===== src/rtl/code_check_sequencer.sv =====
// code_check_sequencer
// Compares the entered code against the stored password one digit per cycle.
// A shared read address drives both synchronous-read memories. The scan time
// depends only on the stored length, so it is the same whether or not the code
// is correct. The block also owns the consecutive-fail counter and the lockout
// timer that blocks further attempts.
module code_check_sequencer #(
  parameter int DIGIT_W        = 4,
  parameter int ADDR_W         = 3,
  parameter int MAX_ATTEMPTS   = 3,
  parameter int ATT_W          = 2,
  parameter int LOCKOUT_CYCLES = 50000000,
  parameter int CNT_W          = 26
) (
  input  logic               clk,
  input  logic               resetn,
  input  logic               start,
  input  logic               clear_attempts,
  input  logic [ADDR_W:0]    pass_len,
  input  logic [ADDR_W:0]    code_len,
  output logic [ADDR_W-1:0]  rd_addr,
  input  logic [DIGIT_W-1:0] pass_digit,
  input  logic [DIGIT_W-1:0] code_digit,
  output logic               busy,
  output logic               done,
  output logic               match,
  output logic               fail,
  output logic [ATT_W-1:0]   attempts,
  output logic               locked
);

  localparam int              MAX_LEN_I   = 2 ** ADDR_W;
  localparam logic [ADDR_W:0] MAX_LEN     = MAX_LEN_I[ADDR_W:0];
  localparam logic [ATT_W-1:0] ATT_SAT    = {ATT_W{1'b1}};
  localparam logic [ATT_W-1:0] ATT_LIMIT  = MAX_ATTEMPTS[ATT_W-1:0];
  localparam int              LOCK_LOAD_I = LOCKOUT_CYCLES - 1;
  localparam logic [CNT_W-1:0] LOCK_LOAD  = LOCK_LOAD_I[CNT_W-1:0];

  typedef enum logic [1:0] {
    S_IDLE    = 2'd0,
    S_SCAN    = 2'd1,
    S_VERDICT = 2'd2,
    S_LOCKOUT = 2'd3
  } state_t;

  state_t             state_q, state_d;
  logic [ADDR_W:0]    len_q, len_d;         // digits to scan, captured at start
  logic [ADDR_W:0]    rd_cnt_q, rd_cnt_d;   // reads issued so far
  logic [ADDR_W-1:0]  rd_addr_q, rd_addr_d;
  logic               rd_valid_q, rd_valid_d; // memory data this cycle belongs to a read
  logic               mismatch_q, mismatch_d;
  logic               nopass_q, nopass_d;   // attempt made with no password stored
  logic [ATT_W-1:0]   attempts_q, attempts_d;
  logic [CNT_W-1:0]   timer_q, timer_d;

  logic [ADDR_W:0]    pass_len_c;
  logic [ADDR_W:0]    code_len_c;
  logic [ATT_W-1:0]   att_inc;
  logic               issue;

  // Clamp lengths, saturating attempt increment, read-issue condition
  always_comb begin
    pass_len_c = (pass_len > MAX_LEN) ? MAX_LEN : pass_len;
    code_len_c = (code_len > MAX_LEN) ? MAX_LEN : code_len;
    att_inc    = (attempts_q == ATT_SAT) ? attempts_q : attempts_q + 1'b1;
    issue      = (state_q == S_SCAN) && (rd_cnt_q < len_q);
  end

  // Next-state and output decode
  always_comb begin
    state_d    = state_q;
    len_d      = len_q;
    rd_cnt_d   = rd_cnt_q;
    rd_addr_d  = '0;
    rd_valid_d = 1'b0;
    mismatch_d = mismatch_q;
    nopass_d   = nopass_q;
    attempts_d = attempts_q;
    timer_d    = timer_q;
    busy       = 1'b0;
    done       = 1'b0;
    match      = 1'b0;
    fail       = 1'b0;
    locked     = 1'b0;

    case (state_q)
      S_IDLE: begin
        // A clear arriving with start is applied before the new attempt.
        if (clear_attempts) begin
          attempts_d = '0;
        end
        if (start) begin
          len_d    = pass_len_c;
          rd_cnt_d = '0;
          if (pass_len_c == '0) begin
            // No password stored: refuse immediately without counting it.
            nopass_d   = 1'b1;
            mismatch_d = 1'b1;
            state_d    = S_VERDICT;
          end else begin
            // A length mismatch is only recorded; the full stored length
            // is still scanned so timing does not leak the result.
            nopass_d   = 1'b0;
            mismatch_d = (code_len_c != pass_len_c);
            state_d    = S_SCAN;
          end
        end
      end

      S_SCAN: begin
        busy = 1'b1;
        if (issue) begin
          rd_cnt_d   = rd_cnt_q + 1'b1;
          rd_valid_d = 1'b1;
          if ((rd_cnt_q + 1'b1) < len_q) begin
            rd_addr_d = rd_addr_q + 1'b1;
          end
        end
        if (rd_valid_q && (pass_digit != code_digit)) begin
          mismatch_d = 1'b1;
        end
        // Data for the final read is being compared now.
        if (rd_valid_q && !issue) begin
          state_d = S_VERDICT;
        end
      end

      S_VERDICT: begin
        busy    = 1'b1;
        done    = 1'b1;
        match   = ~mismatch_q;
        fail    = mismatch_q;
        state_d = S_IDLE;
        if (!nopass_q) begin
          if (!mismatch_q) begin
            attempts_d = '0;
          end else begin
            attempts_d = att_inc;
            if (att_inc == ATT_LIMIT) begin
              state_d = S_LOCKOUT;
              timer_d = LOCK_LOAD;
            end
          end
        end
      end

      S_LOCKOUT: begin
        locked = 1'b1;
        if (timer_q == '0) begin
          state_d    = S_IDLE;
          attempts_d = '0;
        end else begin
          timer_d = timer_q - 1'b1;
        end
      end

      default: begin
        state_d = S_IDLE;
      end
    endcase
  end

  // State and datapath registers
  always_ff @(posedge clk or negedge resetn) begin
    if (!resetn) begin
      state_q    <= S_IDLE;
      len_q      <= '0;
      rd_cnt_q   <= '0;
      rd_addr_q  <= '0;
      rd_valid_q <= 1'b0;
      mismatch_q <= 1'b0;
      nopass_q   <= 1'b0;
      attempts_q <= '0;
      timer_q    <= '0;
    end else begin
      state_q    <= state_d;
      len_q      <= len_d;
      rd_cnt_q   <= rd_cnt_d;
      rd_addr_q  <= rd_addr_d;
      rd_valid_q <= rd_valid_d;
      mismatch_q <= mismatch_d;
      nopass_q   <= nopass_d;
      attempts_q <= attempts_d;
      timer_q    <= timer_d;
    end
  end

  assign rd_addr  = rd_addr_q;
  assign attempts = attempts_q;

endmodule


===== config.mk =====
export PLATFORM = sky130hd
export DESIGN_NAME = code_check_sequencer
export DESIGN_NICKNAME = d
export VERILOG_FILES = /design/src/rtl/code_check_sequencer.sv
export SDC_FILE = /design/constraint.sdc
export NUM_CORES = 1
export LEC_CHECK = 0
export BUFFER_PORTS_ARGS = -buffer_cell sky130_fd_sc_hd__buf_2
export CAP_MARGIN = 20
export CORE_ASPECT_RATIO = 0.9
export CORE_MARGIN = 2
export CORE_UTILIZATION = 60
export DETAILED_ROUTE_END_ITERATION = 6
export HOLD_SLACK_MARGIN = 0.12
export PLACE_DENSITY = 0.79
export SLEW_MARGIN = 20
export SYNTH_ARGS = -nofsm -noshare
export SYNTH_HDL_FRONTEND = slang
export SYNTH_SLANG_ARGS = --single-unit

===== constraint.sdc =====
create_clock -name clk -period 6.3 [get_ports clk]
set_clock_uncertainty 0.2 [all_clocks]
set_input_delay 0.315 -clock clk [delete_from_list [all_inputs] [get_ports clk]]
set_output_delay 0.315 -clock clk [all_outputs]
set_load 0.05 [all_outputs]

* Word-level counts from Yosys, hierarchy flattened
Cells that the tools add are included.
** Word-level totals
- Bits in registers :: 44
- Input bits :: 20
- Output and inout port bits :: 10
- Word-level logic and storage cells :: 90
** Cells by class
- Add/subtract/negate cells :: 4
- $lt $le $gt $ge :: 4
- Eq/ne operators :: 17
- Mux-type cells :: 38
- Bitwise gates (word level) :: 1
- Reduce and logical (&&, ||, !) cells :: 17
** Operator list (count)
- $mux W26 :: 4
- $pmux W26 S2 :: 1
- $logic_not A26 Y1 :: 1
- $sub A26 B1 Y26 const B :: 1
- $mux W2 :: 11
- $mux W4 :: 4
- $ne A2 B2 Y1 const B :: 8
- $mux W1 :: 11
- $mux W3 :: 3
- $reduce_and A3 Y1 :: 3
- $eq A2 B2 Y1 const B :: 4
- $gt A4 B4 Y1 const B :: 2
- $lt A4 B4 Y1 :: 2
- $ne A4 B4 Y1 :: 2
- $pmux W2 S4 :: 1
- $pmux W4 S2 :: 1
- $pmux W2 S3 :: 1
- $reduce_and A5 Y1 :: 1
- $add A4 B1 Y4 const B :: 1
- $logic_not A4 Y1 :: 1
- $ne A2 B1 Y1 const B :: 2
- $reduce_and A4 Y1 :: 1
- $reduce_bool A2 Y1 :: 2
- $add A3 B1 Y3 const B :: 1
- other kinds (10) :: 12

* Longest topological paths before layout
Gate-level depths: netlist (run 1).
- Depth in word-level cells :: 7
- Depth in mapped cells :: 9
- Mapped depth without buffers :: 7

* Least setup slack after synthesis (run 1)
No wires, ideal clock.
- Path type :: flip-flop to flip-flop
- Start point :: register timer_q[0]
- End point :: register timer_q[16]
- Setup time :: 0.078 ns
- Arrival time :: 2.334 ns
- Required time :: 6.022 ns
- Setup slack :: 3.688 ns
- Cell stages (with the launch flop) :: 9
- Path buffers :: 2
- Clock period less this slack :: 2.612 ns
- Path through :: dfrtp_1 inv_1 ha_1 or4b_1 or4_4 buf_6 buf_6 or4_1 a21oi_1
** Between the ends
- Longest elaborated chain between the ends :: 3
- Elaborated cells on any way between the ends :: 6
** RTL lines
- start, declared :: RTL line 54 : logic [CNT_W-1:0] timer_q, timer_d;
- start signal, assigned :: RTL line 184 : timer_q <= timer_d;
- $sub A26 B1 Y26 / $logic_not A26 Y1 (equally long branches) :: RTL line 153, 149
- $mux W26 / $ne A2 B2 Y1 (equally long branches)
- $pmux W26 S2 / $reduce_and A5 Y1 (equally long branches)
Parallel ways exist; a longest one is shown, timed or not. The select of a mux whose other input is x is not followed.
A chain may end at the register's enable or synchronous reset.

* Worst setup path after layout (run 1)
- Start point :: register timer_q[0]
- End point :: register timer_q[19]
Same word-level chain as after synthesis.

==> flow_metrics.py, run 1 <==
metrics = {
    "power": {
        "ir_drop_mv": 0.298,
        "p_leak_uw": 0.00135,
        "p_per_area_nw_per_um2": 453,
        "total_power_uw": 1350,
    },
    "layout": {
        "syn2layout_area_growth_pct": 13.2,
        "nFillCells": 307,
        "diodes": 0,
        "drive_gt1_share_pct": 16.4,
        "layout_commonest_cell": "dfrtp_1",
        "nNetsFinal": 344,
        "seqCellArea_sq_um": 1100,
        "final_cell_mix": "dfrtp_1, buf_2, nand2_1",
        "multiInputGateArea_sq_um": 1430,
    },
    "drt": {
        "finalWirelength_mm": 5.43,
        "drcViolationCount": 0,
        "first_pass_iters": 4,
        "route.vias.total": 2188,
        "antenna_left": 0,
        "viasPerCell": 5.90,
        "first_iter_violations": 153,
        "wire_per_inst_um": 14.6,
    },
    "sta": {
        "rsz0062_at_grt": "no",
        "drv_slew": 0,
        "finalHoldViolCount": 0,
        "relSlewSlack_pct": 48.6,
        "max_freq_mhz": 355,
        "fin_setup_tns_ns": 0,
        "timing.final.crit_share_pct": 44.7,
        "final.min_clock_period_ns": 2.82,
        "worst_pin_slew_ns": 0.768,
        "finalSetupViolations": 0,
    },
    "floorplan": {
        "start_util_pct": 63.4,
        "die_h_um": 66.9,
        "rows": 22,
        "fp.dieW_um": 73.8,
        "ios": 30,
        "dieArea_sq_um": 4940,
        "core_sq_um": 4160,
    },
    "clock_tree": {
        "clkLatencyLatePin_ns": 0.29,
        "clk_pin_slew_ns": 0.08,
        "postCtsHoldBufs": 6,
        "cts_root_buffer": "clkbuf_8",
        "numCtsBuffers": 5,
        "cts_sinks": 44,
        "cts_buffer_depth": 2,
        "postCtsSetupBuffers": 0,
        "cts_tree": "done",
        "ctsResizeCount": 0,
        "htreeDepth": 2,
    },
    "yosys": {
        "synth_fp_nets": 309,
        "synthesis.area_sq_um": 2630,
        "ys_seq_area_share_pct": 41.8,
        "async_flop_share_pct": 100,
        "ys_warn_count": 0,
        "netlist_top_cells_area": "dfrtp_1, ha_1, xor2_1, nand2_1, nor2_1",
        "synth_top_area_share_pct": 41.8,
        "ys_seq_elements": 44,
        "synthDistinctLibCells": 51,
        "synth_top_area_cell": "dfrtp_1",
        "syn_inst": 275,
        "synth.avg_cell_area_sq_um": 9.58,
        "synth_enable_flop_cells": 0,
        "ys.flop_type": "dfrtp_1",
    },
    "worst_setup_path": {
        "start_kind": "flip-flop",
        "crit_path_max_fanout": 14,
        "crit_family": "simple AND/OR/NAND/NOR gates",
        "worstPathBufferInverterCount": 1,
        "worst_path_largest_cell_delay_ns": 0.62,
        "path_depth": 7,
        "crit_chain": "inv_1 -> ha_1 -> or4b_1 -> or4_4 -> o211ai_1 -> or3_1 -> nand3_1",
        "critical_path_class": "reg -> reg",
        "slowest_stage": "or4_4",
        "reg2regPathDepth": 7,
        "crit_required_ns": 6.26,
        "cp_data_arrival_time_ns": 2.78,
        "endpoint_kind": "flip-flop",
    },
    "placed_design": {
        "routabilityCongestion": 0.859,
        "port_buffers": 29,
        "hpwl_mm": 4.00,
    },
    "job": {
        "maxCapViolCount": 0,
    },
    "grt": {
        "grt_max_degree": 45,
        "grt_use_total_pct": 25.3,
        "grt_pass1_wl_mm": 9.53,
        "first_global_vias": 2051,
        "antenna_found_initial": 0,
        "grt_overflow": 0,
    },
    "min_path": {
        "min_path_cells": 3,
        "hold_path_class": "in -> reg",
    },
    "outcome": {
        "status": "finished clean",
    },
}
## power breakdown
| group | leakage [uW] | switching (uW) | total [uW] | internal (uW) |
|---|---|---|---|---|
| Sequential | 0.000552 | 124 | 524 | 400 |
| Clock | 0.0000552 | 94.0 | 212 | 118 |
| Combinational | 0.000748 | 371 | 613 | 242 |
| Total | 0.00135 | 589 | 1350 | 760 |
## flip-flops by register name, summed over array words and instances, names as in the netlist
register and count:
attempts 2, nopass_q 1, rd_valid_q 1, rd_addr 3, mismatch_q 1, state_q 2
rd_cnt_q 4, len_q 4, timer_q 26
## tightest hold or removal path, stage by stage
cell	delay (ns)
buf_2	0.09
or4_1	0.12
o21ai_0	0.08
## logic make-up after synthesis
logic type,count (synthesis),share of synthesized area (%)
simple gates,108,21.9
compound gates,57,15.4
flops,44,41.8
buf+inv,23,3.90
xor+xnor,18,5.99
fa+ha+maj,14,6.65
mux,11,4.37
## area by class of cell
type | count | area share (%)
Clock buffer | 6 | 2.43
Multi-Input combinational cell | 208 | 48.0
Inverter | 16 | 2.01
Timing Repair Buffer | 35 | 6.97
Sequential cell | 44 | 36.9
Clock inverter | 2 | 1.17
Tap cell | 60 | 2.52
## final timing paths
kind                                         from                      end  slack, ns
setup / recovery           timer_q[0]$_DFFE_PN0P_  timer_q[19]$_DFFE_PN0P_       3.48
hold / removal                        pass_len[0]     nopass_q$_DFFE_PN0P_       0.15
setup reg to reg           timer_q[0]$_DFFE_PN0P_  timer_q[19]$_DFFE_PN0P_       3.48
hold reg to reg              rd_addr[0]$_DFF_PN0_     rd_addr[0]$_DFF_PN0_       0.25
max in group asynchronous                  resetn  timer_q[14]$_DFFE_PN0P_       5.19
min in group asynchronous                  resetn  rd_cnt_q[1]$_DFFE_PN0P_       0.34
## cells in the mapped netlist, types with 3 or more instances
master     number
nand2b_1        5
xnor2_1         7
nand4_1         4
xor2_1         11
mux2_2          4
a2111oi_0       3
o21a_1          3
dfrtp_1        44
a31oi_1         3
o31ai_1         6
or3_1           8
nand2_1        25
nor3_1          9
inv_1          16
o211ai_1        6
or4_1           8
clkbuf_1        4
a21oi_1         5
ha_1           14
mux2i_1         7
o21ai_0        11
or2_2           3
nand3_1         9
nor2_1         21
## layer usage
| layer | GRT usage, % | up-vias | part of all wire (%) |
|---|---|---|---|
| li1 | - | 1070 | - |
| met1 | 37.5 | 1045 | 50 |
| met2 | 37.1 | 66 | 43 |
| met3 | 6.35 | 7 | 6.9 |
| met4 | 5.68 | 0 | 0.88 |
| met5 | 0 | - | 0 |
## stage by stage
step                cell area [sq um]  std cells  setup slack (ns)  hold slack (ns)  util (%)
detailed placement               2810        357              3.51            0.248      67.6
global route                     2980        371              3.32            0.165      71.7
global placement                 2810        357              3.62            0.244      67.6
CTS                              2980        371              3.50            0.153      71.7
finish                           2980        371              3.48            0.155      71.7
floorplan                        2630        275              3.69           -0.181         -
Note: power is estimated with default switching activity, not from simulation.
==> run 2: changes to the inputs <==
- CORE_UTILIZATION: 60 -> 58
- PLACE_DENSITY: 0.79 -> 0.76
- clock period: 6.3 -> 2.7 ns (I/O delays scaled with it)
==> run 2 against run 1 <==
Setup slack got worse by 3.4 ns. Maximum frequency rose by 5.8%. Wire length rose by 6.8%. Non-clock buffer count rose by 19. Clock power rose by 140%. Final area rose by 6.2%. Worst hold slack improved by 0.0097 ns. Sequential power rose by 130%. Final cell count rose by 5.7%. Register-to-register slack got worse by 3.4 ns.
==> flow_metrics.py, run 2 (same netlist as run 1, synthesis figures left out) <==
metrics = {
    "floorplan": {
        "start_util_pct": 59.8,
        "dieArea_sq_um": 5100,
        "core_sq_um": 4400,
        "rows": 23,
        "ios": 30,
        "fp.dieW_um": 75.0,
        "die_h_um": 67.9,
    },
    "grt": {
        "antenna_found_initial": 0,
        "grt_overflow": 0,
        "first_global_vias": 2154,
        "grt_use_total_pct": 24.8,
        "grt_max_degree": 45,
        "grt_pass1_wl_mm": 9.67,
    },
    "clock_tree": {
        "numCtsBuffers": 5,
        "cts_buffer_depth": 2,
        "cts_tree": "done",
        "htreeDepth": 2,
        "cts_root_buffer": "clkbuf_8",
        "clkLatencyLatePin_ns": 0.30,
        "clk_pin_slew_ns": 0.08,
        "cts_sinks": 44,
    },
    "min_path": {
        "hold_path_class": "in -> async",
    },
    "worst_setup_path": {
        "critical_path_class": "reg -> reg",
        "cp_data_arrival_time_ns": 2.64,
        "crit_path_max_fanout": 7,
        "endpoint_kind": "flip-flop",
        "start_kind": "flip-flop",
        "crit_required_ns": 2.68,
    },
    "sta": {
        "timing.final.crit_share_pct": 98.6,
        "max_freq_mhz": 376,
        "final.min_clock_period_ns": 2.66,
        "worst_pin_slew_ns": 0.563,
        "relSlewSlack_pct": 62.4,
        "finalSetupViolations": 0,
        "finalHoldViolCount": 0,
        "rsz0062_at_grt": "yes",
        "whs_ns": 0.164,
        "drv_slew": 0,
        "fin_setup_tns_ns": 0,
    },
    "placed_design": {
        "dp.cells": 368,
        "dpl_cell_area_sq_um": 2880,
        "hpwl_mm": 3.91,
        "port_buffers": 29,
        "routabilityCongestion": 0.842,
    },
    "drt": {
        "top_layer_used": "met4",
        "wl_met3_um": 257,
        "wl_met2_mm": 2.69,
        "drcViolationCount": 0,
        "wl_met1_mm": 2.79,
        "route.vias.total": 2265,
        "finalWirelength_mm": 5.80,
        "viasPerCell": 5.78,
        "wire_per_inst_um": 14.8,
        "antenna_left": 0,
        "first_pass_iters": 4,
        "first_iter_violations": 160,
    },
    "layout": {
        "diodes": 0,
        "largest_reg_flops": 26,
        "top_regs": "timer_q: 26 flops, len_q: 4 flops, rd_cnt_q: 4 flops",
        "stdcell_count": 392,
        "layout_commonest_cell": "dfrtp_1",
        "syn2layout_area_growth_pct": 20.2,
        "drive_gt1_share_pct": 21.8,
        "nFillCells": 340,
        "nNetsFinal": 363,
        "final_area_sq_um": 3170,
        "final_cell_mix": "dfrtp_1, buf_2, nand2_1",
        "largest_register": "timer_q",
    },
    "power": {
        "ir_drop_mv": 0.889,
        "p_per_area_nw_per_um2": 1040,
        "p_leak_uw": 0.00144,
    },
    "outcome": {
        "status": "finished clean",
    },
    "job": {
        "maxCapViolCount": 0,
    },
}
==> run 2: cell count changes in the layout (fill, tap and decap cells not counted), moves of 2 or more <==
cell           previous run  this run
buf_4                     1        16
dlygate4sd3_1             6         9
inv_1                    16        14
inv_2                     0         2
==> run 2: stage by stage <==
stage / total power (uW) / worst slack, ns / utilization (%)
floorplan: 2290 / 0.0876 / -
global placement: 2620 / 0.0814 / 65.4
detailed placement: 2670 / 0.00997 / 65.4
CTS: 3240 / 0.00392 / 71.2
global route: 3520 / -0.0623 / 71.9
finish: 3280 / 0.0388 / 71.9
==> run 2: report_power, final <==
group / internal, uW / total (uW) / switching, uW
clock network: 275 / 509 / 234
registers: 933 / 1210 / 282
logic: 654 / 1560 / 902
total: 1860 / 3280 / 1420
==> run 2: cell type report <==
class | count | area [sq um] | share of cell area (%)
inverter | 16 | 60.1 | 1.90
tap | 62 | 77.6 | 2.45
clock inverter | 2 | 35.0 | 1.11
sequential | 44 | 1100 | 34.8
clock buffer | 6 | 72.6 | 2.29
timing repair buffer | 54 | 362 | 11.4
multi-input combinational | 208 | 1460 | 46.0
==> run 2: worst paths after layout <==
check | startpoint | endpoint | slack (ns) | cells past startpoint
worst max-delay path | timer_q[1]$_DFFE_PN0P_ | timer_q[6]$_DFFE_PN0P_ | 0.04 | 8
worst min-delay path | resetn | rd_cnt_q[1]$_DFFE_PN0P_ | 0.16 | 2
worst max register to register | timer_q[1]$_DFFE_PN0P_ | timer_q[6]$_DFFE_PN0P_ | 0.04 | 8
worst min register to register | rd_addr[0]$_DFF_PN0_ | rd_addr[0]$_DFF_PN0_ | 0.26 | 1
max in group asynchronous | resetn | attempts[0]$_DFFE_PN0P_ | 1.76 | 2
min in group clk | rd_addr[0]$_DFF_PN0_ | rd_addr[0]$_DFF_PN0_ | 0.26 | 1
==> run 2: layer usage <==
metal | GRT usage [%] | vias up
met1 | 34.2 | 1086
met4 | 8.71 | 0
met3 | 4.12 | 8
met5 | 0 | -
li1 | - | 1110
met2 | 39.5 | 61
==> run 2: repair_timing <==
action	in CTS	in global routing
hold endpoints to repair	52	0
setup endpoints to repair	2	24
pin swaps	1	5
setup buffers	5	2
hold buffers	9	0
resized for setup	6	4
==> run 2: critical path: stages (launching register included) <==
cell,delay [ns]
dfrtp_1,0.40
inv_2,0.07
ha_4,0.14
or4b_4,0.47
or4_4,0.57
buf_6,0.16
o211ai_1,0.26
xor2_1,0.19
nand2_1,0.07
